===== src/rtl/traffic_disp_scan_pkg.sv =====
// Shared constants and types for the traffic display scanner:
// lamp codes, segment patterns, the digit-slot index and the one-hot lamp check.
package traffic_disp_pkg;

    localparam logic [3:0] LAMP_LEFT   = 4'b0001;
    localparam logic [3:0] LAMP_GREEN  = 4'b0010;
    localparam logic [3:0] LAMP_YELLOW = 4'b0100;
    localparam logic [3:0] LAMP_RED    = 4'b1000;

    localparam logic [6:0] SEG_BLANK = 7'h00;
    localparam logic [6:0] SEG_DASH  = 7'h40;

    typedef enum logic [1:0] {
        A_TENS  = 2'd0,
        A_UNITS = 2'd1,
        B_TENS  = 2'd2,
        B_UNITS = 2'd3
    } digit_idx_t;

    // A lamp code is valid only with exactly one bit set.
    function automatic logic lamp_one_hot(input logic [3:0] code);
        return (code != 4'd0) && ((code & (code - 4'd1)) == 4'd0);
    endfunction

endpackage


===== src/rtl/traffic_disp_scan_if.sv =====
// Controller-to-display bundle: countdown/lamp inputs and the display/LED drive outputs.
interface traffic_disp_scan_if;
    logic       EN;
    logic [7:0] ACOUNT;
    logic [7:0] BCOUNT;
    logic [3:0] LAMPA;
    logic [3:0] LAMPB;
    logic [6:0] SEG;
    logic [3:0] DIG;
    logic [3:0] LEDA;
    logic [3:0] LEDB;

    modport master (
        output EN, ACOUNT, BCOUNT, LAMPA, LAMPB,
        input  SEG, DIG, LEDA, LEDB
    );

    modport slave (
        input  EN, ACOUNT, BCOUNT, LAMPA, LAMPB,
        output SEG, DIG, LEDA, LEDB
    );
endinterface


===== src/rtl/traffic_disp_scan_bcd7seg.sv =====
// Nibble to 7-segment {g,f,e,d,c,b,a} decoder; non-decimal nibbles show a dash.
module bcd7seg
    import traffic_disp_pkg::*;
(
    input  logic [3:0] nibble,
    input  logic       blank,
    output logic [6:0] seg
);
    always_comb begin
        seg = SEG_DASH;
        case (nibble)
            4'd0: seg = 7'h3F;
            4'd1: seg = 7'h06;
            4'd2: seg = 7'h5B;
            4'd3: seg = 7'h4F;
            4'd4: seg = 7'h66;
            4'd5: seg = 7'h6D;
            4'd6: seg = 7'h7D;
            4'd7: seg = 7'h07;
            4'd8: seg = 7'h7F;
            4'd9: seg = 7'h6F;
            default: seg = SEG_DASH;
        endcase
        if (blank) begin
            seg = SEG_BLANK;
        end
    end
endmodule


===== src/rtl/traffic_disp_scan.sv =====
// Multiplexed 4-digit countdown display and lamp LED driver with per-frame snapshot,
// leading-zero blanking, invalid-code dashes and flashing red on lamp faults.
module traffic_disp_scan
    import traffic_disp_pkg::*;
#(
    parameter int SCAN_DIV     = 1000,
    parameter int BLINK_FRAMES = 64
) (
    input  logic              CLK,
    input  logic              RST_N,
    traffic_disp_scan_if.slave disp
);
    localparam int PW = (SCAN_DIV > 1) ? $clog2(SCAN_DIV) : 1;
    localparam int FW = (BLINK_FRAMES > 1) ? $clog2(BLINK_FRAMES) : 1;
    localparam logic [PW-1:0] PRESC_LAST = PW'(SCAN_DIV - 1);
    localparam logic [FW-1:0] FRAME_LAST = FW'(BLINK_FRAMES - 1);

    logic [PW-1:0]   presc_reg;
    digit_idx_t      idx_reg;
    logic [FW-1:0]   frame_reg;
    logic            blink_reg;
    logic [1:0][7:0] count_reg;
    logic [1:0][3:0] lamp_reg;
    logic [6:0]      seg_reg;
    logic [3:0]      dig_reg;
    logic [1:0][3:0] led_reg;

    logic            tick;
    logic            wrap;
    digit_idx_t      idx_next;
    logic [FW-1:0]   frame_next;
    logic            blink_next;
    logic [1:0][7:0] count_next;
    logic [1:0][3:0] lamp_next;
    logic [1:0]      lamp_ok;
    logic [1:0][3:0] led_next;
    logic            dir_sel;
    logic            is_tens;
    logic [3:0]      nibble_sel;
    logic            blank_sel;
    logic [6:0]      seg_dec;
    logic [3:0]      dig_next;

    // Display content is recomputed every cycle from the (possibly just captured)
    // snapshot, so re-enabling mid-slot shows the right digit immediately.
    always_comb begin
        tick       = (presc_reg == PRESC_LAST);
        wrap       = tick && (idx_reg == B_UNITS);
        idx_next   = tick ? digit_idx_t'(idx_reg + 2'd1) : idx_reg;
        count_next = wrap ? {disp.BCOUNT, disp.ACOUNT} : count_reg;
        lamp_next  = wrap ? {disp.LAMPB, disp.LAMPA} : lamp_reg;

        frame_next = frame_reg;
        blink_next = blink_reg;
        if (wrap) begin
            if (frame_reg == FRAME_LAST) begin
                frame_next = '0;
                blink_next = ~blink_reg;
            end else begin
                frame_next = frame_reg + FW'(1);
            end
        end

        dir_sel    = (idx_next == B_TENS) || (idx_next == B_UNITS);
        is_tens    = (idx_next == A_TENS) || (idx_next == B_TENS);
        nibble_sel = is_tens ? count_next[dir_sel][7:4] : count_next[dir_sel][3:0];
        blank_sel  = is_tens && (count_next[dir_sel][7:4] == 4'd0)
                     && (count_next[dir_sel][3:0] < 4'd10);
        if (!lamp_ok[dir_sel]) begin
            nibble_sel = 4'hF;
            blank_sel  = 1'b0;
        end

        dig_next           = 4'b1111;
        dig_next[idx_next] = 1'b0;
    end

    for (genvar gi = 0; gi < 2; gi++) begin : g_dir
        assign lamp_ok[gi]  = lamp_one_hot(lamp_next[gi]);
        assign led_next[gi] = lamp_ok[gi] ? lamp_next[gi] : {blink_next, 3'b000};
    end

    bcd7seg u_dec (
        .nibble (nibble_sel),
        .blank  (blank_sel),
        .seg    (seg_dec)
    );

    always_ff @(posedge CLK) begin
        if (!RST_N) begin
            presc_reg <= '0;
            idx_reg   <= A_TENS;
            frame_reg <= '0;
            blink_reg <= 1'b1;
            count_reg <= '0;
            lamp_reg  <= '0;
            seg_reg   <= SEG_BLANK;
            dig_reg   <= 4'b1111;
            led_reg   <= '0;
        end else begin
            presc_reg <= tick ? '0 : presc_reg + PW'(1);
            idx_reg   <= idx_next;
            frame_reg <= frame_next;
            blink_reg <= blink_next;
            count_reg <= count_next;
            lamp_reg  <= lamp_next;
            seg_reg   <= disp.EN ? seg_dec : SEG_BLANK;
            dig_reg   <= disp.EN ? dig_next : 4'b1111;
            led_reg   <= led_next;
        end
    end

    assign disp.SEG  = seg_reg;
    assign disp.DIG  = dig_reg;
    assign disp.LEDA = led_reg[0];
    assign disp.LEDB = led_reg[1];
endmodule


===== src/flat_wrapper.sv =====
// flat-port wrapper written by rule: the top's interface ports become plain ports
module traffic_disp_scan_flat import traffic_disp_pkg::*;
#(
    parameter int SCAN_DIV     = 1000,
    parameter int BLINK_FRAMES = 64
)
  (CLK, RST_N, disp_EN, disp_ACOUNT, disp_BCOUNT, disp_LAMPA, disp_LAMPB, disp_SEG, disp_DIG, disp_LEDA, disp_LEDB);
  traffic_disp_scan_if disp_i ();
  input  logic CLK;
  input  logic RST_N;
  input wire logic [$bits(disp_i.EN)-1:0] disp_EN;
  input wire logic [$bits(disp_i.ACOUNT)-1:0] disp_ACOUNT;
  input wire logic [$bits(disp_i.BCOUNT)-1:0] disp_BCOUNT;
  input wire logic [$bits(disp_i.LAMPA)-1:0] disp_LAMPA;
  input wire logic [$bits(disp_i.LAMPB)-1:0] disp_LAMPB;
  output wire logic [$bits(disp_i.SEG)-1:0] disp_SEG;
  output wire logic [$bits(disp_i.DIG)-1:0] disp_DIG;
  output wire logic [$bits(disp_i.LEDA)-1:0] disp_LEDA;
  output wire logic [$bits(disp_i.LEDB)-1:0] disp_LEDB;
  assign disp_i.EN = disp_EN;
  assign disp_i.ACOUNT = disp_ACOUNT;
  assign disp_i.BCOUNT = disp_BCOUNT;
  assign disp_i.LAMPA = disp_LAMPA;
  assign disp_i.LAMPB = disp_LAMPB;
  assign disp_SEG = disp_i.SEG;
  assign disp_DIG = disp_i.DIG;
  assign disp_LEDA = disp_i.LEDA;
  assign disp_LEDB = disp_i.LEDB;
  traffic_disp_scan #(.SCAN_DIV(SCAN_DIV), .BLINK_FRAMES(BLINK_FRAMES)) u_core (.CLK(CLK), .RST_N(RST_N), .disp(disp_i));
endmodule

===== config.mk =====
export PLATFORM = sky130hd
export DESIGN_NAME = traffic_disp_scan_flat
export DESIGN_NICKNAME = d
export VERILOG_FILES = /design/src/rtl/traffic_disp_scan_pkg.sv /design/src/rtl/traffic_disp_scan_if.sv /design/src/rtl/traffic_disp_scan_bcd7seg.sv /design/src/rtl/traffic_disp_scan.sv /design/src/flat_wrapper.sv
export SDC_FILE = /design/constraint.sdc
export NUM_CORES = 1
export LEC_CHECK = 0
export CAP_MARGIN = 20
export CORE_MARGIN = 5
export CORE_UTILIZATION = 45
export CTS_BUF_LIST = sky130_fd_sc_hd__clkbuf_4 sky130_fd_sc_hd__clkbuf_8
export DETAILED_ROUTE_END_ITERATION = 8
export PLACE_DENSITY = 0.75
export SLEW_MARGIN = 20
export SYNTH_ARGS = -nofsm -noshare
export SYNTH_HDL_FRONTEND = slang
export SYNTH_SLANG_ARGS = --single-unit

===== constraint.sdc =====
create_clock -name CLK -period 3.9 [get_ports CLK]
set_input_delay 0.78 -clock CLK [delete_from_list [all_inputs] [get_ports CLK]]
set_output_delay 0.78 -clock CLK [all_outputs]
set_load 0.1 [all_outputs]

Word level (Yosys, flattened, before mapping)
Memories as Yosys holds them, arrays and structs flattened. A register that Yosys moved wholly into a read port is not among the register bits.
Index checks and enable logic that the tools add are counted.
{"block": "word_totals", "ram_bits": 0, "latch_bits": 0, "output_inout_bits": 19, "n_memories": 1, "romBits": 112, "reg_bits": 55, "elab_cells": 70, "inputBits": 27}
{"memory": "(name not given)", "depth": 16, "width": 7, "read_ports": 1, "rd_ports_with_merged_regs": 1, "wr": 0, "line": "traffic_disp_scan_bcd7seg.sv:11", "rtl": "case (nibble)"}
{"block": "classes", "div_mod_pow": 0, "mux": 17, "shift": 0, "n_eq_ne": 5, "n_bitwise": 6, "reduce_logical": 19, "order_cmp": 4, "addsub": 5, "n_mul": 0}
{"cell": "8-bit 2-to-1 mux", "n": 3}
{"cell": "16-bit 2-to-1 mux", "n": 1}
{"cell": "4-bit 2-to-1 mux", "n": 4}
{"cell": "4-bit logical NOT", "n": 3}
{"cell": "10-bit by 1-bit adder with 10-bit output, second input constant", "n": 1}
{"cell": "10-bit == test, second input constant", "n": 1}
{"cell": "4-bit bitwise AND", "n": 2}
{"cell": "4-bit nonzero test", "n": 2}
{"cell": "4-bit by 1-bit subtractor with 4-bit output, second input constant", "n": 2}
{"cell": "6-bit by 1-bit adder with 6-bit output, second input constant", "n": 1}
{"cell": "2-bit == test, second input constant", "n": 3}
{"cell": "6-bit == test, second input constant", "n": 1}
{"cell": "1-bit logical AND", "n": 6}
{"cell": "1-bit 2-to-1 mux", "n": 6}
{"cell": "6-bit 2-to-1 mux", "n": 1}
{"cell": "2-bit AND reduction", "n": 3}
{"cell": "4-bit less-than comparator, second input constant", "n": 1}
{"cell": "4-bit inverter", "n": 1}
{"cell": "2-bit by 3-bit less-than comparator with 1-bit output, second input constant", "n": 1}
{"cell": "1-bit inverter", "n": 3}
{"cell": "3-bit OR reduction", "n": 1}
{"cell": "2-bit by 1-bit adder with 2-bit output, second input constant", "n": 1}
{"cell": "1-bit demux with 2-bit select", "n": 1}
{"cell": "2-bit by 1-bit greater-or-equal comparator with 1-bit output, second input constant", "n": 1}
{"cell": "5 further kinds", "n": 6}

Depth between registers and ports, before layout
Gate-level depths: netlist of the first run.
{"block": "depth", "ltp_word": 11, "depth_mapped": 11, "depth_no_buf": 10}

Hierarchy
From an unflattened synthesis of the first run, not the netlist that was laid out.
{"block": "unflattened", "hier_cells": 389, "area_unflattened_um2": 3249.4}
{"module": "traffic_disp_scan", "n_inst": 1, "area_each_um2": 3039.2, "cells_per_inst": 355, "seq_area_each_um2": 1241.2}
{"module": "bcd7seg", "n_inst": 1, "area_each_um2": 210.2, "cells_per_inst": 34, "seq_area_each_um2": 0.0}

Worst setup path before layout of the first run
Ideal clock, no wire load.
{"block": "synth_timing", "path_type": "flip-flop to flip-flop", "startpoint": "register u_core.idx_reg[1]", "endpoint": "register u_core.seg_reg[6], in the netlist u_core.disp.SEG[6]", "period_less_slack_ps": 2872, "slack_ps": 1028, "arrival_time_ps": 2791, "setup_ps": 81, "path_buffers": 1, "stages_incl_launch_ff": 11, "cell_sequence": "dfxtp_1 ha_1 buf_4 inv_1 nor4_2 mux2i_1 mux2_4 nand2b_1 ha_1 or2_2 a41oi_1"}
{"block": "synth_via", "elab_chain_len": 11, "elab_cells_between_ends": 33, "cone_classes": "add/sub: 3; order compare: 1; eq/ne: 3; mux: 10; bitwise: 2; reduce/logical: 14"}
{"element": "start: declaration", "line": "traffic_disp_scan.sv:19", "rtl": "digit_idx_t idx_reg;"}
{"element": "start signal: assignment", "line": "traffic_disp_scan.sv:102", "rtl": "idx_reg <= idx_next;"}
{"element": "2-bit == test or 2-bit by 1-bit adder with 2-bit output (tied branches)", "line": "traffic_disp_scan.sv:48, traffic_disp_scan.sv:49"}
{"element": "1-bit logical AND or 2-bit 2-to-1 mux (tied branches)", "line": "traffic_disp_scan.sv:48, traffic_disp_scan.sv:49"}
{"element": "8-bit 2-to-1 mux (tied with other cells)", "line": "traffic_disp_scan.sv:51", "rtl": "lamp_next = wrap ? {disp.LAMPB, disp.LAMPA} : lamp_reg;"}
{"element": "4-bit by 1-bit subtractor with 4-bit output or 1-bit logical OR (tied branches)", "line": "traffic_disp_scan_pkg.sv:22, traffic_disp_scan.sv:64"}
{"element": "4-bit bitwise AND or 8-bit 2-to-1 mux (tied branches)", "line": "traffic_disp_scan_pkg.sv:22, traffic_disp_scan.sv:66, traffic_disp_scan.sv:67"}
{"element": "4-bit logical NOT or 8-bit 2-to-1 mux (tied branches)", "line": "traffic_disp_scan_pkg.sv:22, traffic_disp_scan.sv:66, traffic_disp_scan.sv:67"}
{"element": "1-bit logical AND or 4-bit logical NOT (tied branches)", "line": "traffic_disp_scan_pkg.sv:22, traffic_disp_scan.sv:67"}
{"element": "1-bit 2-to-1 mux (not written as such) or 1-bit logical AND (tied branches)", "line": "traffic_disp_scan.sv:69, traffic_disp_scan.sv:67"}
{"element": "1-bit 2-to-1 mux (not written as such) or 1-bit logical AND (tied branches)", "line": "traffic_disp_scan.sv:69, traffic_disp_scan.sv:68"}
{"element": "1-bit 2-to-1 mux", "line": "traffic_disp_scan.sv:69", "rtl": "if (!lamp_ok[dir_sel]) begin"}
{"element": "3-bit OR reduction (no source line)"}
{"element": "end: declaration", "line": "traffic_disp_scan.sv:24", "rtl": "logic [6:0] seg_reg;"}
Parallel ways exist; a longest one is shown, timed or not. The select of a mux whose other input is x is not followed.
A chain may end at the register's enable or synchronous reset.

Final worst setup path of the first run
Same ends and word-level chain as after synthesis.

==> results of run 1 <==
[synth_stat cells, drive strengths merged (7+ instances only)]
| cell type | number | area (um2) |
|---|---|---|
| xor2 | 12 | 105 |
| ha | 9 | 113 |
| mux2i | 15 | 179 |
| nand3 | 13 | 70.1 |
| clkbuf | 7 | 26.3 |
| nor4b | 9 | 85.1 |
| nand2 | 53 | 199 |
| mux4 | 11 | 248 |
| nor2b | 8 | 50.1 |
| dfxtp | 62 | 1240 |
| nor2 | 30 | 113 |
| a21boi | 16 | 120 |
[cells in the final DEF (no fill, tap or decap), types with 3 or more instances in the layout]
cell and n:
nor4b_1 8, xnor2_1 6, a21oi_1 5, buf_4 6, nor2b_1 8, nor4_1 5
a211oi_1 6, and3_1 4, or2_2 3, dfxtp_1 62, a21boi_0 16, mux2_2 5
mux2i_1 12, nor2_1 30, ha_1 9, o21ai_0 6, mux4_2 11, nand4_1 3
clkbuf_8 10, nand3_1 12, clkdlybuf4s50_1 45, nand2_1 53, a31oi_1 3, xor2_1 12
inv_1 6
[layer usage]
metal	part of all wire [%]	GRT usage [%]	vias to the layer above
li1	-	-	1256
met4	1.6	4.76	0
met2	49	28.7	78
met5	0	0	-
met1	44	20.5	1225
met3	5.1	5.39	13
[worst max-delay path, stage by stage, from the launching register on]
cell	delay, ns
dfxtp_1	0.56
ha_1	0.32
buf_4	0.21
mux4_2	0.51
mux2_2	0.27
mux2_2	0.30
nand2b_1	0.24
ha_1	0.25
or2_2	0.29
a41oi_1	0.21
[worst paths after layout]
kind	from	to	slack (ns)	cells after the start
worst max register to register	u_core.idx_reg[1]	u_core.disp.SEG[6]	0.63	9
worst min register to register	u_core.presc_reg[0]	u_core.presc_reg[0]	0.48	1
worst max-delay path	u_core.idx_reg[1]	u_core.disp.SEG[6]	0.63	9
worst min-delay path	u_core.presc_reg[0]	u_core.presc_reg[0]	0.48	1
[final cells by class]
cell class | instances | area (um2)
clock buffer | 12 | 153
clock inverter | 4 | 70.1
sequential | 62 | 1240
multi-input combinational | 244 | 1820
timing repair buffer | 51 | 495
inverter | 6 | 22.5
tap | 96 | 120
fill | 586 | 2870
[report_power, final]
group / internal [mW] / leakage, nW / switching, mW
registers: 0.638 / 0.501 / 0.00332
logic: 0.0382 / 0.783 / 0.0432
clock network: 0.390 / 0.117 / 0.240
[through the flow]
step / cell area [um2] / worst slack, ns / hold slack [ns] / utilization, %
2_1_floorplan: 3140 / 1.03 / 0.430 / -
3_3_place_gp: 3700 / 0.665 / 0.449 / 54.5
3_5_place_dp: 3700 / 0.596 / 0.460 / 54.5
4_1_cts: 3920 / 0.666 / 0.479 / 57.8
5_1_grt: 3920 / 0.388 / 0.499 / 57.8
6_report: 3920 / 0.628 / 0.476 / 57.8
[kinds of logic after synthesis]
| family | after synthesis | share of synthesized area (%) |
|---|---|---|
| AO/OA/AOI/OAI | 44 | 10.6 |
| XOR/XNOR | 18 | 5.03 |
| adder cells (fa/ha/maj) | 9 | 3.59 |
| buffers and inverters | 18 | 2.63 |
| flip-flops | 62 | 39.6 |
| multiplexers | 32 | 15.9 |
| AND/OR/NAND/NOR | 141 | 22.7 |
==> impl_results.md, run 1 <==
* Half-perimeter wire length after placement at 5090 um
* CTS root buffer: clkbuf_8
* Ys flop type: dfxtp_1
* Final Critical Period at 3.27 ns
* CTS tree: done
* Sequential share of the synthesized area at 39.6%
* Fraction of layout cells with a size suffix above 1 at 13.5%
* Core Region at 6790 um2
* Post-Route Skew at 0.0142 ns
* Post-CTS Resized at 0
* Slew headroom at 34.1%
* Vias at 2572
* Unrepaired setup endpoints after global routing: no
* Setup bufs post-CTS at 0
* Overflow after GRT at 0
* P&R area growth vs syn at 25.1%
* Max Freq at 306 MHz
* Setup crit start kind: flip-flop
* First-pass GRT wire length at 11900 um
* PnR Total Power at 1.35 mW
* H-tree lvl count at 3
* Post-Syn Area at 3140 um2
* CTS Buffer Depth at 2
* Final Setup Violations at 0
* Net count after synthesis at 360
* Clk pin slew, worst setup/hold paths at 0.06 ns
* Max-capacitance violation count at 0
* CTS Hold Bufs at 0
* Worst-skew pair later-pin latency at 0.34 ns
* Cell Rows at 30
* Crit. End Element: flip-flop
* Vias in the first global route at 2519
* Tcrit/Tclk final at 83.9%
* Chip width at 93.5 um
* Power Density at 345 nW/um2
* Clock sinks at 62
* Status: completed
* Mapped Cells at 324
* Placer Congestion at 0.866
* WL/cell at 14.6 um
* Average size of a mapped cell at 9.68 um2
* Syn. warnings at 0
* Crit path max fanout at 8
* Initial antenna violation count at 0
* Hold crit path type: flip-flop to flip-flop
* Initial Util at 46.2%
* Num ports at 46
* GRT Resource Usage Total at 16.9%
* Num CTS Buffers at 9
* Worst EP required at 4.15 ns
* Max FFs per register at 16
* Pre-antenna DRT Iters at 4
* Largest net degree at the start of global routing at 36
* Detail-routed via count per cell at 5.41
* Worst VDD drop at 0.000250 V
* Die area at 8740 um2
* Slew at the pin closest to its max-slew limit at 0.985 ns
* FF+latch count, synth at 62
* Fin nets at 410
* Post-Route Setup TNS at 0 ns
* Crit path kind: flip-flop to flip-flop
* Die height at 93.5 um
* Lkg Pwr at 1.40 nW
* # diodes at 0
* CP Data Arrival Time at 3.52 ns
* Final Hold Vio Count at 0
* Residual DRC at 0
* Total Routed Length at 6910 um
* Post-synth EDFFs at 0
* Async S/R FF share, synth at 0%
* DRT antenna net count at 0
* Slew Limit Fails at 0
* Final non-filler cell total at 475
* 1st-iter DRT viols at 90
* Yosys cell types at 48
* # port buffers at 45
* Dpl cells at 459
(Power assumes the default switching activity.)
==> run 2: changes to the inputs <==
==> constraint.sdc (replaced) <==
create_clock -name CLK -period 3.1 [get_ports CLK]
set_input_delay 0.62 -clock CLK [delete_from_list [all_inputs] [get_ports CLK]]
set_output_delay 0.62 -clock CLK [all_outputs]
set_load 0.1 [all_outputs]
==> run 2 against run 1 <==
Effect of this change:
- clock-buffer cell count down 2
- critical path type unchanged
- combinational power grew 25%
- global-route usage rose by 0.24 points
- cell count rose by 2.1%
- sequential power is 26% higher
- first-iteration DRC count rose by 47%
- fmax up 16%
- routed wire length up 2.4%
- die area stayed put
- hold slack worse by 0.0064 ns
- via count grew 1.1%
- critical path depth unchanged
==> impl_results.md, run 2 (same netlist as run 1, synthesis figures left out) <==
* Status: completed
* Final Critical Period at 2.81 ns
* Minimum hold slack at 0.469 ns
* Min-delay src: u_core.presc_reg[0]
* Final core occ at 57.8%
* Fillers at 597
* Final Setup Violations at 0
* Initial Util at 46.2%
* FF+latch area at 1240 um2
* Num ports at 46
* Worst-skew pair later-pin latency at 0.34 ns
* Pre-CTS WS at 0.0105 ns
* Max FFs per register at 16
* CTS Buffer Depth at 2
* GRT Resource Usage Total at 17.2%
* CP Buf/Inv Count at 1
* Fraction of layout cells with a size suffix above 1 at 20.8%
* Worst path max stage delay at 0.46 ns
* H-tree lvl count at 3
* DRT antenna net count at 0
* Final Hold Vio Count at 0
* Hold crit path type: flip-flop to flip-flop
* Post-Route Skew at 0.00917 ns
* Die area at 8740 um2
* R2R Path Start: u_core.idx_reg[1]
* Crit path kind: flip-flop to flip-flop
* # port buffers at 45
* Worst Hold Depth at 1
* Cell Rows at 30
* CP Cell Sequence: ha_2 -> inv_1 -> nor4_4 -> mux2i_1 -> mux2_4 -> nand2b_1 -> ha_1 -> or2_2 -> a41oi_1
* Worst reg2reg path depth at 9
* Hold endpoint: u_core.presc_reg[0]
* Largest net degree at the start of global routing at 36
* WL/cell at 14.6 um
* Fin nets at 420
* Chip width at 93.5 um
* Placer Congestion at 0.883
* Lkg Pwr at 1.46 nW
* Placement Cell Area at 3730 um2
* Core Region at 6790 um2
* Slew headroom at 57.7%
* Crit path from: u_core.idx_reg[1]
* Most frequent cells in the layout: 62 x dfxtp_1, 53 x nand2_1, 35 x buf_4
* Unrepaired setup endpoints after global routing: no
* CTS root buffer: clkbuf_8
* Crit path max fanout at 8
* Half-perimeter wire length after placement at 5180 um
* Post-Route Setup TNS at 0 ns
* Worst VDD drop at 0.000237 V
* # diodes at 0
* Overflow after GRT at 0
* Tcrit/Tclk final at 90.7%
* First-pass GRT wire length at 11900 um
* Crit. End Element: flip-flop
* Setup WS post-layout at 0.287 ns
* Slew Limit Fails at 0
* Total Routed Length at 7080 um
* Reg-to-reg critical path endpoint: u_core.disp.SEG[6]
* Pre-antenna DRT Iters at 4
* Setup crit start kind: flip-flop
* Max-capacitance violation count at 0
* Top delay family on crit path: simple AND/OR/NAND/NOR gates
* Vias at 2601
* P&R area growth vs syn at 25.3%
* Footprint of the multi-input gates at 1820 um2
* CP Data Arrival Time at 3.08 ns
* Die height at 93.5 um
* Most common cell after layout, fill and taps aside: dfxtp_1
* Max stage delay cell, worst path: nor4_4
* CTS Hold Bufs at 0
* Clk pin slew, worst setup/hold paths at 0.07 ns
* CTS tree: done
* Slew at the pin closest to its max-slew limit at 0.633 ns
* Vias in the first global route at 2542
* Clock sinks at 62
* Detail-routed via count per cell at 5.36
* Max Freq at 356 MHz
* Final Cell Area at 3930 um2
* 1st-iter DRT viols at 132
* Residual DRC at 0
* Initial antenna violation count at 0
* Worst EP required at 3.37 ns
* Power Density at 413 nW/um2
* Num CTS Buffers at 9
* R2r setup slk at 0.29 ns
run 2: cell types whose count changed in the layout (fill, tap and decap cells not counted):
| cell | delta |
|---|---|
| buf_4 | +29 |
| bufinv_16 | -1 |
| clkbuf_4 | -2 |
| clkdlybuf4s50_1 | -19 |
| clkinv_2 | +1 |
| clkinv_4 | +1 |
| clkinvlp_4 | +1 |
| ha_1 | -1 |
| ha_2 | +1 |
run 2: metal layers:
metal	vias up	share of wire, %	track usage [%]
li1	1274	-	-
met1	1224	45	21.3
met2	86	47	27.7
met3	17	6.5	5.39
met4	0	1.9	6.47
met5	-	0	0
run 2: worst max-delay path by stage:
stage / end / slack [ns] / depth (start not counted)
after floorplan: u_core.disp.SEG[6] / 0.23 / 10
after global placement: u_core.disp.SEG[6] / 0.07 / 8
after detailed placement: u_core.disp.SEG[6] / 0.01 / 8
after CTS: u_core.disp.SEG[6] / 0.12 / 9
after global routing: u_core.disp.SEG[5] / 0.05 / 10
final: u_core.disp.SEG[6] / 0.29 / 9
run 2: layout make-up:
class	instances	share of cell area (%)
timing repair buffer	61	13.3
clock inverter	6	1.56
sequential	62	31.6
clock buffer	10	3.50
tap	96	3.06
inverter	6	0.573
multi-input combinational	244	46.4
run 2: timing repair:
item | CTS | global route
gates resized for setup | 0 | 1
setup endpoints to repair | 0 | 4
setup buffers | 0 | 0
run 2: where the power goes:
part / total, mW / internal (mW) / switching (mW)
combinational: 0.102 / 0.0478 / 0.0543
sequential: 0.807 / 0.802 / 0.00424
clock: 0.713 / 0.390 / 0.323
total: 1.62 / 1.24 / 0.382
run 2: stage by stage:
step                total power, mW  cells
floorplan                     0.870    324
global placement              0.925    469
detailed placement            0.926    469
CTS                            1.63    485
global route                   1.69    485
finish                         1.62    485
